==> config.mk <==
export PLATFORM = sky130hd
export DESIGN_NAME = seven_segment_scan_controller
export DESIGN_NICKNAME = d
export VERILOG_FILES = /design/src/rtl/seven_segment_scan_controller.sv
export SDC_FILE = /design/constraint.sdc
export NUM_CORES = 1
export LEC_CHECK = 0
export ABC_CLOCK_PERIOD_IN_PS = 4090
export BUFFER_PORTS_ARGS = -buffer_cell sky130_fd_sc_hd__buf_2
export CAP_MARGIN = 20
export CORE_UTILIZATION = 30
export DETAILED_ROUTE_END_ITERATION = 7
export GPL_TIMING_DRIVEN = 0
export PLACE_DENSITY = 0.52
export SLEW_MARGIN = 30
export SYNTH_ARGS = -nofsm -noshare
export SYNTH_HDL_FRONTEND = slang
export SYNTH_SLANG_ARGS = --single-unit
==> constraint.sdc <==
create_clock -name clk_i -period 4.09 [get_ports clk_i]
set_clock_uncertainty 0.2 [all_clocks]
set_input_delay 0.818 -clock clk_i [delete_from_list [all_inputs] [get_ports clk_i]]
set_output_delay 0.818 -clock clk_i [all_outputs]
set_load 0.01 [all_outputs]
==> src/rtl/seven_segment_scan_controller.sv <==
// Scans a 4-digit common-anode seven-segment display with a blanking gap
// before each digit; new words are committed only at frame boundaries.
module seven_segment_scan_controller #(
    parameter int BLANK_CYCLES = 2,
    parameter int DRIVE_CYCLES = 25000
) (
    input  logic        clk_i,
    input  logic        reset_n_i,
    input  logic [15:0] digit_data_i,
    input  logic        data_valid_i,
    output logic        data_ready_o,
    input  logic [3:0]  blank_mask_i,
    input  logic        display_en_i,
    output logic [3:0]  digital_select_o,
    output logic [6:0]  seven_bit_display_o,
    output logic        frame_done_o
);

    localparam int MAX_CYCLES =
        (BLANK_CYCLES > DRIVE_CYCLES) ? BLANK_CYCLES : DRIVE_CYCLES;
    localparam int CNT_W =
        (MAX_CYCLES > 1) ? $clog2(MAX_CYCLES) : 1;
    localparam logic [CNT_W-1:0] BLANK_LAST = CNT_W'(BLANK_CYCLES - 1);
    localparam logic [CNT_W-1:0] DRIVE_LAST = CNT_W'(DRIVE_CYCLES - 1);
    localparam logic [CNT_W-1:0] CNT_ONE    = CNT_W'(1);

    typedef enum logic {
        BLANK,
        DRIVE
    } state_t;

    state_t           state_q, state_d;
    logic [1:0]       digit_idx_q, digit_idx_d;
    logic [CNT_W-1:0] slot_cnt_q, slot_cnt_d;
    logic [15:0]      active_word_q, active_word_d;
    logic [15:0]      pending_word_q, pending_word_d;
    logic             pending_full_q, pending_full_d;
    logic             commit;
    logic             accept;
    logic [3:0]       nibble;
    logic [3:0]       sel_q, sel_d;
    logic [6:0]       seg_q, seg_d;
    logic             frame_done_q;

    function automatic logic [6:0] hexdec(input logic [3:0] nib);
        logic [6:0] s;
        case (nib)
            4'h0:    s = 7'h40;
            4'h1:    s = 7'h79;
            4'h2:    s = 7'h24;
            4'h3:    s = 7'h30;
            4'h4:    s = 7'h19;
            4'h5:    s = 7'h12;
            4'h6:    s = 7'h02;
            4'h7:    s = 7'h78;
            4'h8:    s = 7'h00;
            4'h9:    s = 7'h10;
            4'hA:    s = 7'h08;
            4'hB:    s = 7'h03;
            4'hC:    s = 7'h46;
            4'hD:    s = 7'h21;
            4'hE:    s = 7'h06;
            default: s = 7'h0E;
        endcase
        return s;
    endfunction

    always_comb begin
        state_d     = state_q;
        slot_cnt_d  = slot_cnt_q + CNT_ONE;
        digit_idx_d = digit_idx_q;
        commit      = 1'b0;
        unique case (state_q)
            BLANK: begin
                if (slot_cnt_q == BLANK_LAST) begin
                    state_d    = DRIVE;
                    slot_cnt_d = '0;
                end
            end
            DRIVE: begin
                if (slot_cnt_q == DRIVE_LAST) begin
                    state_d     = BLANK;
                    slot_cnt_d  = '0;
                    digit_idx_d = digit_idx_q + 2'd1;
                    commit      = (digit_idx_q == 2'd3);
                end
            end
        endcase
    end

    // Accept is only possible with the slot empty, so it never collides
    // with a commit of the same pending word.
    always_comb begin
        accept         = data_valid_i && !pending_full_q;
        pending_full_d = pending_full_q;
        pending_word_d = pending_word_q;
        active_word_d  = active_word_q;
        if (commit && pending_full_q) begin
            active_word_d  = pending_word_q;
            pending_full_d = 1'b0;
        end
        if (accept) begin
            pending_word_d = digit_data_i;
            pending_full_d = 1'b1;
        end
    end

    // Outputs are registered from next-state values so they line up
    // with the state held in the same cycle.
    always_comb begin
        nibble = active_word_d[{digit_idx_d, 2'b00} +: 4];
        sel_d  = 4'b1111;
        seg_d  = 7'h7F;
        if (state_d == DRIVE && display_en_i &&
            !blank_mask_i[digit_idx_d]) begin
            sel_d = ~(4'b0001 << digit_idx_d);
            seg_d = hexdec(nibble);
        end
    end

    always_ff @(posedge clk_i or negedge reset_n_i) begin
        if (!reset_n_i) begin
            state_q        <= BLANK;
            digit_idx_q    <= 2'd0;
            slot_cnt_q     <= '0;
            active_word_q  <= 16'h0000;
            pending_word_q <= 16'h0000;
            pending_full_q <= 1'b0;
            sel_q          <= 4'b1111;
            seg_q          <= 7'h7F;
            frame_done_q   <= 1'b0;
        end else begin
            state_q        <= state_d;
            digit_idx_q    <= digit_idx_d;
            slot_cnt_q     <= slot_cnt_d;
            active_word_q  <= active_word_d;
            pending_word_q <= pending_word_d;
            pending_full_q <= pending_full_d;
            sel_q          <= sel_d;
            seg_q          <= seg_d;
            frame_done_q   <= commit;
        end
    end

    assign data_ready_o        = ~pending_full_q;
    assign digital_select_o    = sel_q;
    assign seven_bit_display_o = seg_q;
    assign frame_done_o        = frame_done_q;

endmodule

* Yosys cells after proc, flatten, opt, wreduce, memory -nomap -nowiden
Memory sizes are Yosys's and may differ from the RTL's.
Cells that the tools add are included.
** Word-level totals
- Register bits after elaboration :: 63
- Memory bits (read-only) :: 112
- Bits of input ports :: 24
- Output and inout port bits :: 13
- Logic and storage cells :: 45
- Memories :: 1
** Cells by class
- $add $sub $neg :: 2
- Magnitude comparators :: 1
- Equality and inequality tests :: 3
- Shift operators :: 2
- Multiplexer cells :: 17
- Bitwise operators :: 3
- Reduce and logical (&&, ||, !) cells :: 7
** Memories
- (name not given) :: depth 16, bits a word 7, read ports 1, clocked after memory_dff 0, write ports 0, line 47 : case (nib)
** Operator list (number)
- 15-bit 2-to-1 mux :: 2
- 15-bit one-hot mux with 2 select lines :: 1
- 16-bit 2-to-1 mux :: 1
- 16-bit by 5-bit variable part select with 4-bit output :: 1
- 15-bit by 1-bit adder with 15-bit output (second input constant) :: 1
- 15-bit by 1-bit == test with 1-bit output (second input constant) :: 1
- 15-bit == test (second input constant) :: 1
- 1-bit 2-to-1 mux :: 7
- 7-bit 2-to-1 mux :: 1
- 1-bit logical AND :: 4
- 2-bit 2-to-1 mux :: 2
- 4-bit 2-to-1 mux :: 1
- 4-bit NOT :: 1
- 1-bit by 2-bit << shifter with 4-bit output (first input constant) :: 1
- 2-bit by 3-bit < comparator with 1-bit output (second input constant) :: 1
- 2-bit by 1-bit adder with 2-bit output (second input constant) :: 1
- 1-bit binary-select mux with 2-bit select :: 1
- 2-bit == test (second input constant) :: 1
- 1-bit zero test :: 2
- 1-bit NOT :: 2
- 1-bit one-hot mux with 2 select lines :: 1
- 2-bit nonzero test :: 1

* Longest topological paths before layout
Gate-level depths: netlist of the first run.
- Depth in word-level cells :: 8
- Gate-level depth with buffers :: 13
- Gate-level depth less buffers :: 12

* Worst setup path before layout of the first run
Ideal clock, no wire load.
- Kind :: register to register
- Start :: register slot_cnt_q[9]
- End :: register seg_q[3] (netlist: seven_bit_display_o[3])
- Data arrival time :: 3.375 ns
- Required time :: 3.803 ns
- Path slack :: 0.427 ns
- Stages on the path, launching flop included :: 12
- Path buffers :: 0
- Clock period less this slack :: 3.663 ns
- Cell sequence :: dfrtp_1 > or4_4 > or4_4 > xor2_1 > inv_2 > mux2i_1 > o21ai_1 > inv_1 > ha_1 > nor3b_1 > nor4bb_1 > a31oi_1
** On the way
- Cells in the longest elaborated chain, start to end :: 8
- Elaborated cells on any way between the ends :: 19
** Ends and longest elaborated chain
- from (decl) :: line 34 : logic [CNT_W-1:0] slot_cnt_q, slot_cnt_d;
- from (signal assigned) :: line 135 : slot_cnt_q <= slot_cnt_d;
- 15-bit == test * :: line 81 : if (slot_cnt_q == DRIVE_LAST) begin
- 2-bit 2-to-1 mux * :: line 81
- 2-bit 2-to-1 mux * :: line 73 : unique case (state_q)
- net digit_idx_d[0] :: line 33 : logic [1:0] digit_idx_q, digit_idx_d;
- parallel branches: the longest is 4 deep, another holds memory read 16 x 7 bit
- 7-bit 2-to-1 mux * :: line 114 : if (state_d == DRIVE && display_en_i &&
- net seg_d[3] :: line 42 : logic [6:0] seg_q, seg_d;
- to (signal assigned) :: line 140 : seg_q <= seg_d;
- to (decl) :: line 42
Mark *: on every way through the listed nets, which the timed path passes. The select of a mux whose other input is x is not followed.
A chain may end at the register's enable or synchronous reset.

* Worst setup path in the final report of the first run
Same ends and word-level chain as after synthesis.

==> impl_metrics.csv, run 1 <==
group,metric,value,unit
routing,drt_wl_total,5850,µm
synth,syn_area_per_cell,11.8,µm²
sta,final-hold-violation-count,0,
routing,num_vias,2019,
setup_path,required,4160,ps
place,placed_cell_area,3300,µm²
cts,cts_tree,"built",
cells_and_area,nets,330,
synth,synth_ff_type,"dfrtp_1",
die,io_pins,37,
synth,yosysTopAreaCell,"dfrtp_1",
sta,drv_slew,0,
pwr,p_leak,1.63,nW
synth,synth_area_leaders,"dfrtp_1 (44%), dfstp_2 (9.8%), mux2_2 (9.2%)",
global_route,grt_pass1_vias,2033,
cts,clk_latency,350,ps
routing,drt-pass1-iter-count,4,
cts,htreeDepth,3,
pwr,vdd_drop_max,0.000107,V
routing,drt_iter0_markers,112,
pwr,power.total,0.00120,W
sta,tightestPinTransition,603,ps
die,fp.dieW,101,µm
setup_path,cp-end-kind,"register",
cts,postCtsSetupRepairBufs,0,
sta,period_needed,3810,ps
global_route,grt_pass1_wl,9960,µm
pwr,p_int,0.000898,W
setup_path,cp_slowest_cell,"or4_4",
setup_path,cp_slowest_stage_delay,600,ps
routing,antenna_left,0,
flow_run,cap_violations,0,
synth,yosysWarnings,0,
setup_path,critical_path.cell_chain,"or4_4 -> or4_4 -> xor2_4 -> inv_2 -> mux2i_1 -> o21ai_1 -> inv_1 -> ha_1 -> o21ai_0 -> o21ai_0 -> a31oi_1",
sta,relSlewSlack,0.598,
place,port_buffers,36,
pwr,pwr-share-seq,0.550,
pwr,p_switching,0.000301,W
setup_path,crit_type,"reg -> reg",
synth,async_flop_share,1.00,
place,hpwl,4100,µm
pwr,powerDensity,342,nW/µm²
global_route,grt_overflow,0,
cells_and_area,finalInstanceArea,3500,µm²
global_route,grt_max_degree,40,
sta,period_share,0.932,
setup_path,worst-path-max-fanout,10,
die,num_rows,35,
status,status,"finished clean",
place,gp_congestion,0.768,
synth,synthCells,249,
global_route,grt_usage,0.132,
pwr,swShare,0.251,
synth,synth_top_area_frac,0.443,
sta,fmaxAchievable,262,MHz
cts,clkTransAtPathRegs,70,ps
die,start_util,0.314,
sta,grt_setup_unrepaired,"false",
min_path,hold_path.class,"in -> async",
synth,synthTopCellsByCount,"dfrtp_1 (52), nand2_1 (27), mux2_2 (24)",
synth,synth_edf_count,0,
pwr,share_comb_of_total_power,0.046,
cts,cts_sinks,63,
sta,setup_viol,0,
synth,synthMostInstantiatedCell,"dfrtp_1",
routing,via_per_inst,4.68,
cells_and_area,antenna_cells,0,
synth,synth_cell_type_count,41,
synth,ys_seq_area_frac,0.541,
cts,numCtsBuffers,9,
sta,hold-worst-slack,171,ps
cells_and_area,layout-drive-gt1-share,0.351,
synth,synth_seq_cells,63,
cells_and_area,area_growth,19.2,%
synth,synth_fp_nets,282,
die,die-area,10200,µm²
routing,wl_per_cell,13.6,µm
global_route,antenna_found_initial,0,
setup_path,arrival,3890,ps
pwr,p_clk_frac,0.404,
setup_path,cp-start-kind,"register",
routing,drcViolationCount,0,
cts,clockRootBuffer,"clkbuf_8",
synth,syn_area,2940,µm²
die,core_region_area,9370,µm²
cts,clockBufferDepth,2,
die,die_y,101,µm
logic make-up (layout without fill, tap and decap cells):
group	after synthesis	after routing	synth area share
AO/OA/AOI/OAI	22	22	0.0596
adder cells (fa/ha/maj)	9	9	0.0383
multiplexers	34	34	0.143
XOR/XNOR	14	14	0.0417
AND/OR/NAND/NOR	93	93	0.154
flip-flops	63	63	0.541
buffers and inverters	14	67	0.0221
what timing repair did:
action	in CTS	in global routing
hold buffers	0	0
pin swaps	0	0
resized for setup	1	3
endpoints found under the setup margin	7	6
flip-flops by register name (all words and copies together), names as in the netlist:
register	cells
active_word_q	16
digit_idx_q	2
digital_select_o	4
frame_done_o	1
pending_full_q	1
pending_word_q	16
seven_bit_display_o	7
slot_cnt_q	15
state_q	1
metal layers:
layer	global-route usage	vias up	part of all wire	wire length (µm)
met3	0.0437	9	0.046	267
met2	0.180	50	0.42	2440
met4	0.0602	0	0.017	100
met1	0.188	972	0.52	3040
li1	-	988	-	-
met5	0	-	0	0
metrics by stage:
step	cells	worst slack, ps	util	TNS, ps
after detailed placement	415	-312	0.352	-1060
after global routing	431	59.9	0.374	0
after floorplan	249	427	-	0
after CTS	431	11.8	0.372	0
final	431	277	0.374	0
after global placement	414	-293	0.350	-1160
worst max-delay path, delay by kind of cell, from the launching register on:
family	cells	cell delay (ps)
buf+inv	2	360
xor+xnor	1	360
flops	1	410
fa+ha+maj	1	340
mux	1	160
simple gates	2	1150
compound gates	4	760
path summary, 6_finish.rpt:
kind | startpoint | to | slack, ps | depth (start not counted)
worst min register to register | slot_cnt_q[12]$_DFF_PN0_ | slot_cnt_q[12]$_DFF_PN0_ | 290 | 1
worst max register to register | slot_cnt_q[9]$_DFF_PN0_ | seven_bit_display_o[3]$_DFF_PN1_ | 280 | 11
worst min-delay path | reset_n_i | slot_cnt_q[8]$_DFF_PN0_ | 170 | 1
worst max-delay path | slot_cnt_q[9]$_DFF_PN0_ | seven_bit_display_o[3]$_DFF_PN1_ | 280 | 11
max in group asynchronous | reset_n_i | seven_bit_display_o[4]$_DFF_PN1_ | 2950 | 2
min in group clk_i | slot_cnt_q[12]$_DFF_PN0_ | slot_cnt_q[12]$_DFF_PN0_ | 290 | 1
layout make-up:
type                       count  area (µm²)
inverter                       8        32.5
fill                         969        5870
clock inverter                 7        48.8
timing repair buffer          37         203
clock buffer                   9         124
sequential                    63        1590
buffer                         6        32.5
tap                          129         161
multi-input combinational    172        1310
layout by cell type, fill, tap and decap left out, types with 9 or more instances in the layout:
cell type / instances
dfrtp_1: 52
nand2_1: 27
clkbuf_8: 9
o21ai_0: 9
nand3_1: 18
buf_2: 37
ha_1: 9
nor2_1: 22
dfstp_2: 11
xor2_1: 9
mux2_2: 24
power by group through the flow:
stage               combinational, W  sequential, W  clock (W)
floorplan                  0.0000228       0.000669          0
global placement           0.0000533       0.000670          0
detailed placement         0.0000566       0.000672          0
CTS                        0.0000570       0.000660   0.000497
global route               0.0000623       0.000663   0.000534
finish                     0.0000549       0.000660   0.000484
Note: power is estimated with default switching activity, not from simulation.
==> inputs of run 2 (changes only) <==
Settings changed: CTS_BUF_LIST set to sky130_fd_sc_hd__clkbuf_16, TNS_END_PERCENT set to 100.
==> impl_metrics.csv, run 2 (same netlist as run 1, synthesis figures left out) <==
group,metric,value,unit
status,status,"finished clean",
setup_path,cp_num_buf_inv,2,
routing,via_per_inst,4.64,
die,die-area,10200,µm²
place,dp_slack,-312,ps
pwr,powerDensity,391,nW/µm²
routing,antenna_left,0,
pwr,pwr-share-seq,0.468,
setup_path,critical_path.cell_chain,"or4_4 -> or4_4 -> xor2_4 -> inv_2 -> mux2i_1 -> o21ai_1 -> inv_1 -> ha_1 -> o21ai_0 -> o21ai_0 -> a31oi_1",
pwr,swShare,0.228,
die,io_pins,37,
die,die_y,101,µm
pwr,share_comb_of_total_power,0.039,
pwr,p_leak,1.67,nW
routing,wl_per_cell,13.4,µm
sta,period_share,0.929,
cts,cts_sinks,63,
setup_path,cp.depth,11,
pwr,p_switching,0.000321,W
global_route,grt_max_degree,40,
sta,drv_slew,0,
setup_path,required,4140,ps
routing,drt-pass1-iter-count,4,
die,core_region_area,9370,µm²
sta,grt_setup_unrepaired,"false",
cells_and_area,nets,330,
global_route,antenna_found_initial,0,
pwr,p_int,0.00109,W
setup_path,arrival,3850,ps
flow_run,cap_violations,0,
cts,htreeDepth,3,
die,fp.dieW,101,µm
setup_path,crit_family,"simple AND/OR/NAND/NOR gates",
sta,relSlewSlack,0.585,
cells_and_area,reg_top3,"active_word_q x16, pending_word_q x16, slot_cnt_q x15",
sta,fin_setup_tns,0,ps
cts,clockBufferDepth,2,
place,placed_cell_area,3300,µm²
setup_path,crit_type,"reg -> reg",
pwr,vdd_drop_max,0.000201,V
sta,fmaxAchievable,263,MHz
die,num_rows,35,
place,hpwl,4100,µm
place,port_buffers,36,
routing,num_vias,2000,
pwr,power.total,0.00141,W
setup_path,cp-end-kind,"register",
cells_and_area,antenna_cells,0,
pwr,p_clk_frac,0.493,
sta,tightestPinTransition,623,ps
cells_and_area,final_cell_mix,"dfrtp_1 (52), buf_2 (37), nand2_1 (27)",
cells_and_area,fillers,962,
place,gp_congestion,0.768,
cells_and_area,layout-drive-gt1-share,0.351,
cts,cts_tree,"built",
cells_and_area,area_growth,22.7,%
global_route,grt_usage,0.129,
cts,cts_hold_buffers,0,
global_route,grt_overflow,0,
sta,final-hold-violation-count,0,
setup_path,cp_slowest_stage_delay,600,ps
setup_path,reg2reg_setup_slack,290,ps
cts,clkTransAtPathRegs,60,ps
setup_path,worst-path-max-fanout,10,
die,start_util,0.314,
setup_path,cp_slowest_cell,"or4_4",
place,dp_cells,415,
setup_path,r2r_cells,11,
routing,drt_iter0_markers,82,
routing,drt_wl_total,5780,µm
sta,period_needed,3800,ps
cts,clk_latency,320,ps
cts,clockRootBuffer,"clkbuf_16",
min_path,hold_path.class,"in -> async",
global_route,grt_pass1_vias,2010,
sta,setup_viol,0,
global_route,grt_pass1_wl,9870,µm
setup_path,cp-start-kind,"register",
cells_and_area,layout_commonest_cell,"dfrtp_1",
sta,setup_slack,290,ps
cells_and_area,layoutNonFillerInstCount,431,
cells_and_area,finalInstanceArea,3610,µm²
routing,drcViolationCount,0,
cts,numCtsBuffers,9,
==> run 2: changes by cell type in the layout (fill, tap and decap cells not counted) <==
cell and change:
clkbuf_8 -9, clkbuf_16 +9
==> run 2: power by group through the flow <==
stage	registers, W	clock network [W]	logic [W]
floorplan	0.000669	0	0.0000228
global placement	0.000670	0	0.0000533
detailed placement	0.000672	0	0.0000566
CTS	0.000661	0.000714	0.0000570
global route	0.000664	0.000745	0.0000624
finish	0.000661	0.000695	0.0000549
==> run 2: worst paths after layout <==
| kind | start | end |
|---|---|---|
| min in group clk_i | active_word_q[14]$_DFF_PN0_ | active_word_q[14]$_DFF_PN0_ |
| setup reg to reg | slot_cnt_q[9]$_DFF_PN0_ | seven_bit_display_o[3]$_DFF_PN1_ |
| hold reg to reg | active_word_q[14]$_DFF_PN0_ | active_word_q[14]$_DFF_PN0_ |
| setup / recovery | slot_cnt_q[9]$_DFF_PN0_ | seven_bit_display_o[3]$_DFF_PN1_ |
| max in group asynchronous | reset_n_i | seven_bit_display_o[1]$_DFF_PN1_ |
| hold / removal | reset_n_i | slot_cnt_q[8]$_DFF_PN0_ |
==> run 2: repair_timing <==
item | in CTS | in global routing
gates resized for setup | 1 | 3
setup buffers | 0 | 0
endpoints found under the setup margin | 7 | 6
==> run 2: routing by layer <==
layer	share of wire	vias up	wire [µm]	GRT usage
met3	0.042	6	243	0.0312
met1	0.53	951	3040	0.189
li1	-	997	-	-
met4	0.017	0	97	0.0602
met5	0	-	0	0
met2	0.41	46	2390	0.179
==> run 2: cell type report <==
type	count	area, µm²	area share
sequential	63	1590	0.441
multi-input combinational	172	1310	0.364
clock buffer	9	225	0.0625
timing repair buffer	37	203	0.0562
tap	129	161	0.0448
clock inverter	7	48.8	0.0135
buffer	6	32.5	0.00902
inverter	8	32.5	0.00902
==> run 2: metrics by stage <==
stage	hold slack, ps	utilization
after floorplan	248	-
after global placement	263	0.350
after detailed placement	270	0.352
after CTS	203	0.383
after global routing	217	0.385
final	197	0.385
==> inputs of run 3 (changes only) <==
Settings changed: ABC_CLOCK_PERIOD_IN_PS 4090 to 4800, CORE_UTILIZATION 30 to 41, PLACE_DENSITY 0.52 to 0.65.
Clock period 4.09 ns to 4.8 ns, I/O delays scaled along.
==> impl_metrics.csv, run 3 (same netlist as run 1, synthesis figures left out) <==
group,metric,value,unit
cells_and_area,final_cell_mix,"dfrtp_1 (52), buf_2 (37), nand2_1 (27)",
cells_and_area,area_growth,20.5,%
cts,cts_hold_buffers,0,
setup_path,cp_slowest_stage_delay,740,ps
cts,cts_sinks,63,
global_route,grt_max_degree,64,
setup_path,cp_slowest_cell,"xor2_1",
die,core_region_area,6870,µm²
pwr,share_comb_of_total_power,0.036,
global_route,grt_pass1_vias,1982,
setup_path,worst-path-max-fanout,10,
global_route,grt_pass1_wl,9630,µm
sta,fin_setup_tns,0,ps
setup_path,critical_path.cell_chain,"or4_4 -> or4_4 -> xor2_1 -> inv_2 -> mux2i_1 -> o21ai_1 -> inv_1 -> ha_1 -> o21ai_0 -> o21ai_0 -> a31oi_1",
routing,wl_per_cell,14.1,µm
cells_and_area,layout-drive-gt1-share,0.342,
cts,clkTransAtPathRegs,50,ps
pwr,powerDensity,354,nW/µm²
routing,antenna_left,0,
flow_run,cap_violations,0,
status,status,"finished clean",
routing,drcViolationCount,0,
global_route,grt_use_met1,0.235,
cells_and_area,reg_top3,"active_word_q x16, pending_word_q x16, slot_cnt_q x15",
pwr,swShare,0.219,
sta,fmaxAchievable,232,MHz
sta,drv_slew,0,
global_route,grt_overflow,0,
pwr,p_leak,1.65,nW
routing,num_vias,2015,
cts,postCtsSetupRepairBufs,0,
routing,drt_iter0_markers,119,
die,io_pins,37,
cts,clockRootBuffer,"clkbuf_16",
global_route,grt_usage,0.171,
sta,relSlewSlack,0.379,
setup_path,arrival,4350,ps
pwr,power.total,0.00125,W
global_route,antenna_found_initial,0,
routing,drt-pass1-iter-count,4,
cells_and_area,antenna_cells,0,
min_path,whs_path_depth,2,
routing,via_per_inst,5.08,
die,die_y,86.7,µm
sta,setup_viol,0,
global_route,met2_usage,0.252,
setup_path,cp-end-kind,"register",
setup_path,cp-start-kind,"register",
setup_path,required,4850,ps
sta,period_share,0.896,
cts,clk_latency,330,ps
die,fp.dieW,86.7,µm
setup_path,r2r_cells,11,
die,die-area,7510,µm²
place,hpwl,3810,µm
place,gp_congestion,0.761,
sta,grt_setup_unrepaired,"false",
cells_and_area,nets,329,
sta,final-hold-violation-count,0,
place,port_buffers,36,
cells_and_area,layout_commonest_cell,"dfrtp_1",
sta,period_needed,4300,ps
cells_and_area,fin_util,0.515,
pwr,vdd_drop_max,0.000203,V
pwr,p_switching,0.000274,W
cts,clockBufferDepth,2,
routing,drt_wl_total,5600,µm
die,start_util,0.428,
pwr,p_int,0.000978,W
setup_path,crit_type,"reg -> reg",
pwr,pwr-share-seq,0.450,
cts,cts_tree,"built",
sta,tightestPinTransition,928,ps
cts,ctsResizeCount,0,
global_route,grtUsageMet3,0.0343,
pwr,p_clk_frac,0.514,
global_route,busiest_layer,"met2",
cts,htreeDepth,3,
min_path,hold_path.class,"reg -> reg",
cts,numCtsBuffers,9,
die,num_rows,30,
[run 3: per-layer routing]
metal / vias to the layer above / wire length [µm]
met4: 0 / 147
met3: 10 / 256
met1: 970 / 2770
met5: - / 0
met2: 52 / 2420
li1: 983 / -
[run 3: final timing paths]
check                                            start                          endpoint  slack [ps]
max in group asynchronous                    reset_n_i           slot_cnt_q[0]$_DFF_PN0_        3380
min                        active_word_q[14]$_DFF_PN0_       active_word_q[14]$_DFF_PN0_         280
max                            slot_cnt_q[9]$_DFF_PN0_  seven_bit_display_o[3]$_DFF_PN1_         500
min reg2reg                active_word_q[14]$_DFF_PN0_       active_word_q[14]$_DFF_PN0_         280
min in group asynchronous                    reset_n_i                 state_q$_DFF_PN0_         510
max reg2reg                    slot_cnt_q[9]$_DFF_PN0_  seven_bit_display_o[3]$_DFF_PN1_         500
[run 3: power groups by stage]
stage | clock network [W] | registers (W) | logic (W)
6_report | 0.000644 | 0.000563 | 0.0000449
5_1_grt | 0.000678 | 0.000566 | 0.0000510
4_1_cts | 0.000653 | 0.000563 | 0.0000465
3_5_place_dp | 0 | 0.000572 | 0.0000461
3_3_place_gp | 0 | 0.000571 | 0.0000447
2_1_floorplan | 0 | 0.000570 | 0.0000195
[run 3: critical path: cells and delay by family (launching register included)]
family / cells / cell delay [ps]
muxes: 1 / 190
DFF: 1 / 400
AOI/OAI and AO/OA: 4 / 790
xor gates and xnor gates: 1 / 740
buffers and inverters: 2 / 460
adders and majority gates: 1 / 350
and+or+nand+nor: 2 / 1100
[run 3: stage by stage]
| step | instance area [µm²] | worst slack (ps) | std cells | hold slack [ps] |
|---|---|---|---|---|
| 3_3_place_gp | 3240 | 558 | 381 | 265 |
| 4_1_cts | 3540 | 496 | 397 | 282 |
| 5_1_grt | 3540 | 207 | 397 | 301 |
| 6_report | 3540 | 499 | 397 | 278 |
| 3_5_place_dp | 3240 | 507 | 381 | 269 |
| 2_1_floorplan | 2940 | 1140 | 249 | 248 |
[run 3: cell type report]
cell class / count / area (µm²)
Buffer: 6 / 32.5
Clock buffer: 9 / 225
Clock inverter: 7 / 73.8
Fill cell: 613 / 3330
Inverter: 8 / 32.5
Multi-Input combinational cell: 172 / 1280
Sequential cell: 63 / 1590
Tap cell: 96 / 120
Timing Repair Buffer: 36 / 183
